<file path="config.mk">
export PLATFORM = sky130hd
export DESIGN_NAME = div_sequencer_flat
export DESIGN_NICKNAME = d
export VERILOG_FILES = /design/src/rtl/div_sequencer_if.sv /design/src/rtl/div_sequencer.sv /design/src/flat_wrapper.sv
export SDC_FILE = /design/constraint.sdc
export NUM_CORES = 1
export LEC_CHECK = 0
export CORE_MARGIN = 3
export CORE_UTILIZATION = 30
export CTS_CLUSTER_DIAMETER = 80
export DETAILED_ROUTE_END_ITERATION = 10
export MAX_ROUTING_LAYER = met4
export PLACE_DENSITY = 0.46
export RECOVER_POWER = 25
export SLEW_MARGIN = 20
export SYNTH_ARGS = -nofsm -noshare
export SYNTH_HDL_FRONTEND = slang
export SYNTH_SLANG_ARGS = --single-unit
</file>
<file path="constraint.sdc">
create_clock -name clk -period 6.56 [get_ports clk]
set_clock_uncertainty 0.15 [all_clocks]
set_input_delay 1.312 -clock clk [delete_from_list [all_inputs] [get_ports clk]]
set_output_delay 1.312 -clock clk [all_outputs]
set_load 0.05 [all_outputs]
</file>
<file path="src/rtl/div_sequencer_if.sv">
// -----------------------------------------------------------------------------
// div_sequencer_if
// Handshake and operand bundle between the execute stage and the divide
// sequencer.
//   start    : request, sampled by the sequencer only while it is idle
//   op       : 00 DIV, 01 DIVU, 10 REM, 11 REMU
//   dividend : rs1 operand
//   divisor  : rs2 operand
//   busy     : sequencer is working, the pipeline must stall
//   done     : one-cycle pulse, result valid
//   result   : quotient or remainder, held until the next done
// The master modport is the requester (pipeline); the slave is the sequencer.
// -----------------------------------------------------------------------------
interface div_sequencer_if;
   logic        start;
   logic [1:0]  op;
   logic [31:0] dividend;
   logic [31:0] divisor;
   logic        busy;
   logic        done;
   logic [31:0] result;

   modport master (
      output start, op, dividend, divisor,
      input  busy, done, result
   );

   modport slave (
      input  start, op, dividend, divisor,
      output busy, done, result
   );
endinterface

</file>
<file path="src/rtl/div_sequencer.sv">
// -----------------------------------------------------------------------------
// div_sequencer
// Multi-cycle restoring divider for RISC-V DIV/DIVU/REM/REMU. One 32-bit
// subtractor is reused for 32 trial subtractions; sign handling and the
// divide-by-zero / signed-overflow results are applied around the loop.
//   clk   : system clock, rising edge
//   rst_n : asynchronous active-low reset
//   bus   : div_sequencer_if slave (start/op/operands in, busy/done/result out)
// Parameter SPECIAL_FAST: 1 = divide-by-zero and overflow skip the loop.
// busy/done/result are registered from the current state, so they appear one
// clock after the state that produces them; done therefore coincides with the
// first idle cycle, and start is refused while done is high so that the done
// cycle still behaves as part of the operation.
// -----------------------------------------------------------------------------
module div_sequencer #(
   parameter bit SPECIAL_FAST = 1'b1
) (
   input  logic          clk,
   input  logic          rst_n,
   div_sequencer_if.slave bus
);

   typedef enum logic [2:0] {
      S_IDLE = 3'd0,
      S_PREP = 3'd1,
      S_ITER = 3'd2,
      S_FIX  = 3'd3,
      S_DONE = 3'd4
   } state_t;

   // Forced result for divide-by-zero (dz=1) or signed overflow (dz=0).
   function automatic logic [31:0] special_result(input logic [1:0]  op,
                                                  input logic        dz,
                                                  input logic [31:0] dividend);
      logic [31:0] res;
      if (dz) begin
         res = op[1] ? dividend : 32'hFFFF_FFFF;
      end else begin
         res = op[1] ? 32'h0000_0000 : 32'h8000_0000;
      end
      return res;
   endfunction

   state_t      state_q, state_d;
   logic [1:0]  op_q, op_d;
   logic [31:0] a_q, a_d;        // original dividend
   logic [31:0] dvs_q, dvs_d;    // divisor, later its magnitude
   logic [31:0] q_q, q_d;
   logic [31:0] r_q, r_d;
   logic [4:0]  cnt_q, cnt_d;
   logic        qneg_q, qneg_d;
   logic        rneg_q, rneg_d;
   logic        dz_q, dz_d;
   logic        ovf_q, ovf_d;
   logic [31:0] res_q, res_d;
   logic        busy_q, busy_d;
   logic        done_q, done_d;
   logic [31:0] result_q, result_d;

   logic        is_signed;
   logic [31:0] mag_a, mag_b;
   logic        msb_out;
   logic [31:0] r_shift, q_shift;
   logic [32:0] sub_res;
   logic        accept;
   logic [31:0] q_fix, r_fix;

   // Shared datapath: operand magnitudes, shifted partial remainder, trial subtract.
   always_comb begin
      is_signed = ~op_q[0];
      mag_a     = (is_signed && a_q[31])   ? (32'd0 - a_q)   : a_q;
      mag_b     = (is_signed && dvs_q[31]) ? (32'd0 - dvs_q) : dvs_q;
      msb_out   = r_q[31];
      r_shift   = {r_q[30:0], q_q[31]};
      q_shift   = {q_q[30:0], 1'b0};
      sub_res   = {1'b0, r_shift} - {1'b0, dvs_q};
      // A set bit shifted out of R means the partial remainder exceeds any divisor.
      accept    = msb_out | ~sub_res[32];
      q_fix     = qneg_q ? (32'd0 - q_q) : q_q;
      r_fix     = rneg_q ? (32'd0 - r_q) : r_q;
   end

   // Next-state and next-output computation for the sequencer.
   always_comb begin
      state_d  = state_q;
      op_d     = op_q;
      a_d      = a_q;
      dvs_d    = dvs_q;
      q_d      = q_q;
      r_d      = r_q;
      cnt_d    = cnt_q;
      qneg_d   = qneg_q;
      rneg_d   = rneg_q;
      dz_d     = dz_q;
      ovf_d    = ovf_q;
      res_d    = res_q;
      busy_d   = (state_q != S_IDLE);
      done_d   = (state_q == S_DONE);
      if (state_q == S_DONE) begin
         result_d = res_q;
      end else begin
         result_d = result_q;
      end

      case (state_q)
         S_IDLE: begin
            if (bus.start && !done_q) begin
               op_d    = bus.op;
               a_d     = bus.dividend;
               dvs_d   = bus.divisor;
               state_d = S_PREP;
            end else begin
               state_d = S_IDLE;
            end
         end
         S_PREP: begin
            qneg_d = is_signed & (a_q[31] ^ dvs_q[31]);
            rneg_d = is_signed & a_q[31];
            dz_d   = (dvs_q == 32'd0);
            ovf_d  = is_signed && (a_q == 32'h8000_0000) && (dvs_q == 32'hFFFF_FFFF);
            q_d    = mag_a;
            r_d    = 32'd0;
            cnt_d  = 5'd0;
            dvs_d  = mag_b;
            if (SPECIAL_FAST && ((dvs_q == 32'd0) || (is_signed && (a_q == 32'h8000_0000)
                                                   && (dvs_q == 32'hFFFF_FFFF)))) begin
               res_d   = special_result(op_q, (dvs_q == 32'd0), a_q);
               state_d = S_DONE;
            end else begin
               state_d = S_ITER;
            end
         end
         S_ITER: begin
            if (accept) begin
               r_d = sub_res[31:0];
            end else begin
               r_d = r_shift;
            end
            q_d = {q_shift[31:1], accept};
            if (cnt_q == 5'd31) begin
               state_d = S_FIX;
            end else begin
               cnt_d   = cnt_q + 5'd1;
               state_d = S_ITER;
            end
         end
         S_FIX: begin
            if (dz_q || ovf_q) begin
               res_d = special_result(op_q, dz_q, a_q);
            end else begin
               res_d = op_q[1] ? r_fix : q_fix;
            end
            state_d = S_DONE;
         end
         S_DONE: begin
            state_d = S_IDLE;
         end
         default: begin
            state_d = S_IDLE;
         end
      endcase
   end

   // State, datapath and output registers; reset aborts any operation in flight.
   always_ff @(posedge clk or negedge rst_n) begin
      if (!rst_n) begin
         state_q  <= S_IDLE;
         op_q     <= 2'd0;
         a_q      <= 32'd0;
         dvs_q    <= 32'd0;
         q_q      <= 32'd0;
         r_q      <= 32'd0;
         cnt_q    <= 5'd0;
         qneg_q   <= 1'b0;
         rneg_q   <= 1'b0;
         dz_q     <= 1'b0;
         ovf_q    <= 1'b0;
         res_q    <= 32'd0;
         busy_q   <= 1'b0;
         done_q   <= 1'b0;
         result_q <= 32'd0;
      end else begin
         state_q  <= state_d;
         op_q     <= op_d;
         a_q      <= a_d;
         dvs_q    <= dvs_d;
         q_q      <= q_d;
         r_q      <= r_d;
         cnt_q    <= cnt_d;
         qneg_q   <= qneg_d;
         rneg_q   <= rneg_d;
         dz_q     <= dz_d;
         ovf_q    <= ovf_d;
         res_q    <= res_d;
         busy_q   <= busy_d;
         done_q   <= done_d;
         result_q <= result_d;
      end
   end

   assign bus.busy   = busy_q;
   assign bus.done   = done_q;
   assign bus.result = result_q;

endmodule
</file>
<file path="src/flat_wrapper.sv">
// flat-port wrapper written by rule: the top's interface ports become plain ports
module div_sequencer_flat 
#(
   parameter bit SPECIAL_FAST = 1'b1
)
  (clk, rst_n, bus_start, bus_op, bus_dividend, bus_divisor, bus_busy, bus_done, bus_result);
  div_sequencer_if bus_i ();
  input  logic clk;
  input  logic rst_n;
  input wire logic [$bits(bus_i.start)-1:0] bus_start;
  input wire logic [$bits(bus_i.op)-1:0] bus_op;
  input wire logic [$bits(bus_i.dividend)-1:0] bus_dividend;
  input wire logic [$bits(bus_i.divisor)-1:0] bus_divisor;
  output wire logic [$bits(bus_i.busy)-1:0] bus_busy;
  output wire logic [$bits(bus_i.done)-1:0] bus_done;
  output wire logic [$bits(bus_i.result)-1:0] bus_result;
  assign bus_i.start = bus_start;
  assign bus_i.op = bus_op;
  assign bus_i.dividend = bus_dividend;
  assign bus_i.divisor = bus_divisor;
  assign bus_busy = bus_i.busy;
  assign bus_done = bus_i.done;
  assign bus_result = bus_i.result;
  div_sequencer #(.SPECIAL_FAST(SPECIAL_FAST)) u_core (.clk(clk), .rst_n(rst_n), .bus(bus_i));
endmodule
</file>
# After elaboration in Yosys (flattened, before gate mapping)
# Cells that the tools add are included.
# W data, S select, Z words.
# totals
romBits	0
input_bits	69
latchBits	0
register_bits	208
wordCells	79
ram_bits	0
out_inout_bits	34
memories	0
# op_classes
mul	0
div_mod_pow	0
reduce_logical	18
addsub	6
n_eq_ne	11
n_lt_le_gt_ge	0
n_bitwise	6
muxes	23
shift	0
# ops
operator	n
$mux W32	13
$pmux W32 S2	4
$sub A1 B32 Y32 const A	4
$eq A32 B32 Y1 const B	2
$sub A32 B32 Y33	1
$logic_not A32 Y1	1
$pmux W3 S4	1
$pmux W5 S2	1
$eq A3 B2 Y1 const B	2
$ne A2 B1 Y1 const B	3
$reduce_and A2 Y1	3
$reduce_bool A2 Y1	3
$add A5 B1 Y5 const B	1
$eq A5 B5 Y1 const B	1
$logic_and A1 B1 Y1	5
$mux W5	1
$eq A3 B1 Y1 const B	1
$eq A3 B3 Y1 const B	1
$logic_not A3 Y1	1
$mux W3	1
$reduce_and A3 Y1	1
$reduce_bool A3 Y1	1
$and A1 B1 Y1	2
$logic_or A1 B1 Y1	2
other kinds (6)	8

# Logic depth before layout (Yosys ltp)
# depth
ltp_word	6
ltp_mapped	13
mapped_depth_nobuf	12

# Worst setup path before layout
# OpenSTA, ideal clock, no wires.
# synth_timing
kind	register to register
start	register u_core.q_q[31]
end	register u_core.r_q[25]
path_buffers	1
setup_ps	83
arrival_time_ps	2987
required_ps	6327
stages_incl_launch_ff	14
slack_ps	3340
synth_period_minus_slack_ps	3220
path_cell_list	dfrtp_1 inv_1 ha_1 fa_1 nand2b_1 a21oi_1 o21bai_1 a21oi_1 o21bai_1 o31ai_1 a41oi_2 buf_2 a31o_2 o21ai_0
# synth_via
elab_chain_cells	5
# synth_rtl
item	line	source
start: declaration	div_sequencer.sv:48	logic [31:0] q_q, q_d;
start signal: assignment	div_sequencer.sv:187	q_q <= q_d;
$sub A32 B32 Y33 (*)	div_sequencer.sv:76	sub_res = {1'b0, r_shift} - {1'b0, dvs_q};
$not A1 Y1	div_sequencer.sv:78	accept = msb_out | ~sub_res[32];
$or A1 B1 Y1	div_sequencer.sv:78	
$mux W32 (*)	div_sequencer.sv:134	if (accept) begin
$pmux W32 S2 (*)	div_sequencer.sv:105	case (state_q)
end signal: assignment	div_sequencer.sv:188	r_q <= r_d;
end: declaration	div_sequencer.sv:49	logic [31:0] r_q, r_d;
# Mark *: on every way between the ends. The rest lies on a longest branch, timed or not.
# A chain may end at the register's enable or synchronous reset.

# Worst setup path in the final report
# layout_timing
start	register u_core.r_q[12]
end	register u_core.r_q[11]
# layout_via
elab_chain_cells	5
# layout_rtl
item	line
$sub A32 B32 Y33	div_sequencer.sv:76
$not A1 Y1	div_sequencer.sv:78
$or A1 B1 Y1	div_sequencer.sv:78
$mux W32	div_sequencer.sv:134
$pmux W32 S2	div_sequencer.sv:105
# Every way passes these cells.

==> metrics.md <==
| Metric | Value |
|---|---|
| Failing checks | capacitance limit, slew limit |
| Minimum clock period | ~4300 ps |
| Die Height | about 220 um |
| Hold Path Class | register to register |
| Die area | 47200 sq um |
| Post-synth net total | 1683 |
| FF-to-FF End | u_core.r_q[11] |
| Core Rows | 76 |
| Routed WL | ~45000 um |
| First-pass GRT wire length | around 70000 um |
| Routed vias | 12100 |
| Worst path arrival time | 4570 ps |
| Worst-path clk slew | 60 ps |
| Synth Flop Type | dfrtp_1 |
| Hold depth | 1 |
| Antenna-violating nets left | 0 |
| Final Net Count | 1746 |
| Post-layout worst setup margin | 2270 ps |
| Worst path max stage delay | 580 ps |
| Synth Area in Simple Gates | ~18% |
| Fraction of layout cells with a size suffix above 1 | about 8% |
| Multiplexer area fraction after synthesis | about 5% |
| Worst R2R Path Depth | 11 |
| Gr ovfl total | 0 |
| Dpl ws | 2330 ps |
| Post-CTS Setup Bufs | 0 |
| Hold Fails Final Rpt | 0 |
| Final setup TNS | 0 ps |
| Met2 GRT Util | 30.7% |
| Initial core utilization | 30.7% |
| Reg-to-reg startpoint | u_core.r_q[12] |
| Register area | 5200 sq um |
| Clock Latency Late Sink | around 570 ps |
| GRT Overall Usage | 19.5% |
| Area Growth Syn to Fin | 18.5% |
| Grt met3 use | 2.71% |
| IO Pins | 103 |
| Syn avg cell area | 8.50 sq um |
| Slowest CP cell | a41oi_4 |
| Power per cell area | roughly 560 nW/um^2 |
| DRC viols | 0 |
| Hold Crit Start | u_core.res_q[11] |
| CTS tree | yes |
| Post-synth top area share | 38.9% |
| Die width | between 200 and 250 um |
| XOR/XNOR Fraction of Synth Area | 7.53% |
| Core Region | 43600 sq um |
| Synth warnings | 0 |
| Critical Path Most Common Cell | or3_1 |
| Period utilization | 65.4% |
| # port buffers | 102 |
| VDD IR-drop max | ~0.24 mV |
| Number of global-route vias before repair | 12000 |
| PostCTS Resize Cnt | 0 |
| H-tree levels | 1 |
| R2r setup slk | 2270 ps |
| Pin count of the biggest net entering global routing | 109 |
| Slew Viols, Final | 142 |
| Pwr Total | ~9 mW |
| GR peak layer | met2 |
| Leading area contributor after synthesis | dfrtp_1 |
| Number of max-cap violations | 2 |
| Multi-input gate area | 7680 sq um |
| RSZ-0062 raised after global routing | false |
| Layout Cells excl Fill | 2242 |
| DR pass1 iterations | 5 |
| Critical path class | register to register |
| FF+latch count, synth | 208 |
| Distinct cells, synth | 69 |
| # hold bufs at CTS | 0 |
| Status | finished with violations |
| Compound-cell area share of the yosys netlist | 22.5% |
| RePlAce Congestion | roughly 0.87 |
| Adder-Cell Fraction of Synth Area | under 10% |
| Mapped cell area | 13400 sq um |
| Number of buffers created by CTS | 27 |
| CTS root buffer | clkbuf_16 |
| Actual transition at the worst max-transition pin | 2770 ps |
| Final HPWL DP | 32700 um |
| Gate Count Post-Synth | 1574 |
| Crit path max fanout | 27 |
| Dpl cells | 2193 |
| Achievable Freq | 233 MHz |
| Lkg Pwr | 6.58 nW |
| CTS Buffer Depth | 3 |
| WL/cell | between 20 and 25 um |
| Startpoint Class | register |
| Critical Path Sink Type | register |
| Crit path cell chain | ha_1 -> a21oi_1 -> nor3_1 -> or3_1 -> or3_1 -> o21bai_1 -> o31ai_1 -> a41oi_4 -> buf_4 -> mux2i_1 -> o21ai_0 |
| Drt initial violations | 798 |
| # fillers | 4574 |
| Endpoint, Worst Hold | u_core.res_q[11] |
| EDFF count, synth | 0 |
| Top cells by area, synth | dfrtp_1 (39%), nand2_1 (6.8%), o21ai_0 (6.5%), xnor2_1 (3.9%), xor2_1 (3.7%) |
| Setup violators final | 0 |
| Slew HR | -84.9% |
| WP data required | a little under 7000 ps |
| Number of vias per cell | 5.38 |
| Antenna violations before repair | 1 |
| Met1 usage | 27.0% |
| Asr flop ratio synth | 100% |
| Clk sinks | 208 |
| Seq/Total Area, Yosys | around two fifths |
| Largest family of logic cells by synthesized area | compound AO/OA/AOI/OAI gates |
-- routing by layer --
| layer | up-vias | part of all wire, % |
|---|---|---|
| met5 | - | 0 |
| met4 | 0 | 2.0 |
| met3 | 49 | 4.5 |
| met2 | 288 | 46 |
| met1 | 5913 | 47 |
| li1 | 5815 | - |
-- critical path: cells and delay by family, from the launching register on --
| family | cells | cell delay [ps] |
|---|---|---|
| buffers and inverters | 1 | 510 |
| adders and majority gates | 1 | 410 |
| AOI/OAI and AO/OA | 5 | 1430 |
| DFF | 1 | 520 |
| muxes | 1 | 250 |
| and+or+nand+nor | 3 | 850 |
-- stage by stage --
step                hold WS (ps)  area, sq um  utilization [%]
finish                       322        15900             36.4
floorplan                    293        13400                -
CTS                          329        15900             36.4
detailed placement           315        15000             34.4
global route                 348        15900             36.4
global placement             307        15000             34.4
-- registers in the layout, indices dropped and copies added, names as in the netlist, 2 cells and up --
signal             flops
u_core.a_q            32
u_core.bus.result     32
u_core.dvs_q          32
u_core.q_q            32
u_core.r_q            32
u_core.res_q          32
u_core.cnt_q           5
u_core.state_q         3
u_core.op_q            2
-- Yosys cell counts (all sizes together), types with 8 or more instances --
library cell	count
nand2	241
nand4	13
a32oi	8
nand2b	15
or4	13
o21ai	179
dfrtp	208
a221oi	12
o22ai	13
nor4	12
nand3	36
o211ai	12
o41ai	12
inv	54
a21oi	98
ha	39
a21o	13
mux2i	26
nor2	86
clkbuf	72
mux2	36
a22oi	45
xnor2	59
a31oi	15
buf	14
xor2	56
o31ai	38
nor3	47
or3	32
-- worst max path at each step --
stage                     cells after the start             from        endpoint  slack (ps)
final                                        11   u_core.r_q[12]  u_core.r_q[11]        2270
after CTS                                    11   u_core.r_q[12]  u_core.r_q[11]        2310
after global routing                         11  u_core.dvs_q[9]  u_core.r_q[16]        1940
after floorplan                              13   u_core.q_q[31]  u_core.r_q[25]        3340
after global placement                       11  u_core.dvs_q[9]  u_core.r_q[11]        2400
after detailed placement                     13   u_core.q_q[31]   u_core.r_q[1]        2330
-- cells by family after synthesis --
logic type	after synthesis
buf+inv	141
compound gates	485
fa+ha+maj	40
simple gates	523
xor+xnor	115
flops	208
mux	62
-- final cells by class --
| cell class | instances | share of cell area [%] |
|---|---|---|
| inverter | 55 | 1.30 |
| tap | 585 | 4.62 |
| clock buffer | 35 | 4.64 |
| timing repair buffer | 120 | 7.32 |
| multi-input combinational | 1225 | 48.4 |
| antenna | 2 | 0.0316 |
| clock inverter | 12 | 0.821 |
| sequential | 208 | 32.8 |
-- power breakdown --
part           switching, mW  internal [mW]
Combinational           2.90           1.79
Clock                  0.609          0.868
Sequential             0.781           1.87
-- placed cells by master, fill, tap and decap left out, types with 15 or more instances in the layout --
cell	instances
nand3_1	35
xnor2_1	59
o21ai_0	175
clkbuf_16	27
mux2_2	36
a21oi_1	97
nand2_1	241
or3_1	25
o31ai_1	38
xor2_1	56
a22oi_1	45
dfrtp_1	208
mux2i_1	26
ha_1	39
nand2b_1	15
buf_4	16
nor3_1	43
inv_1	54
clkdlybuf4s50_1	101
nor2_1	85
a31oi_1	15
Note: power is estimated with default switching activity, not from simulation.
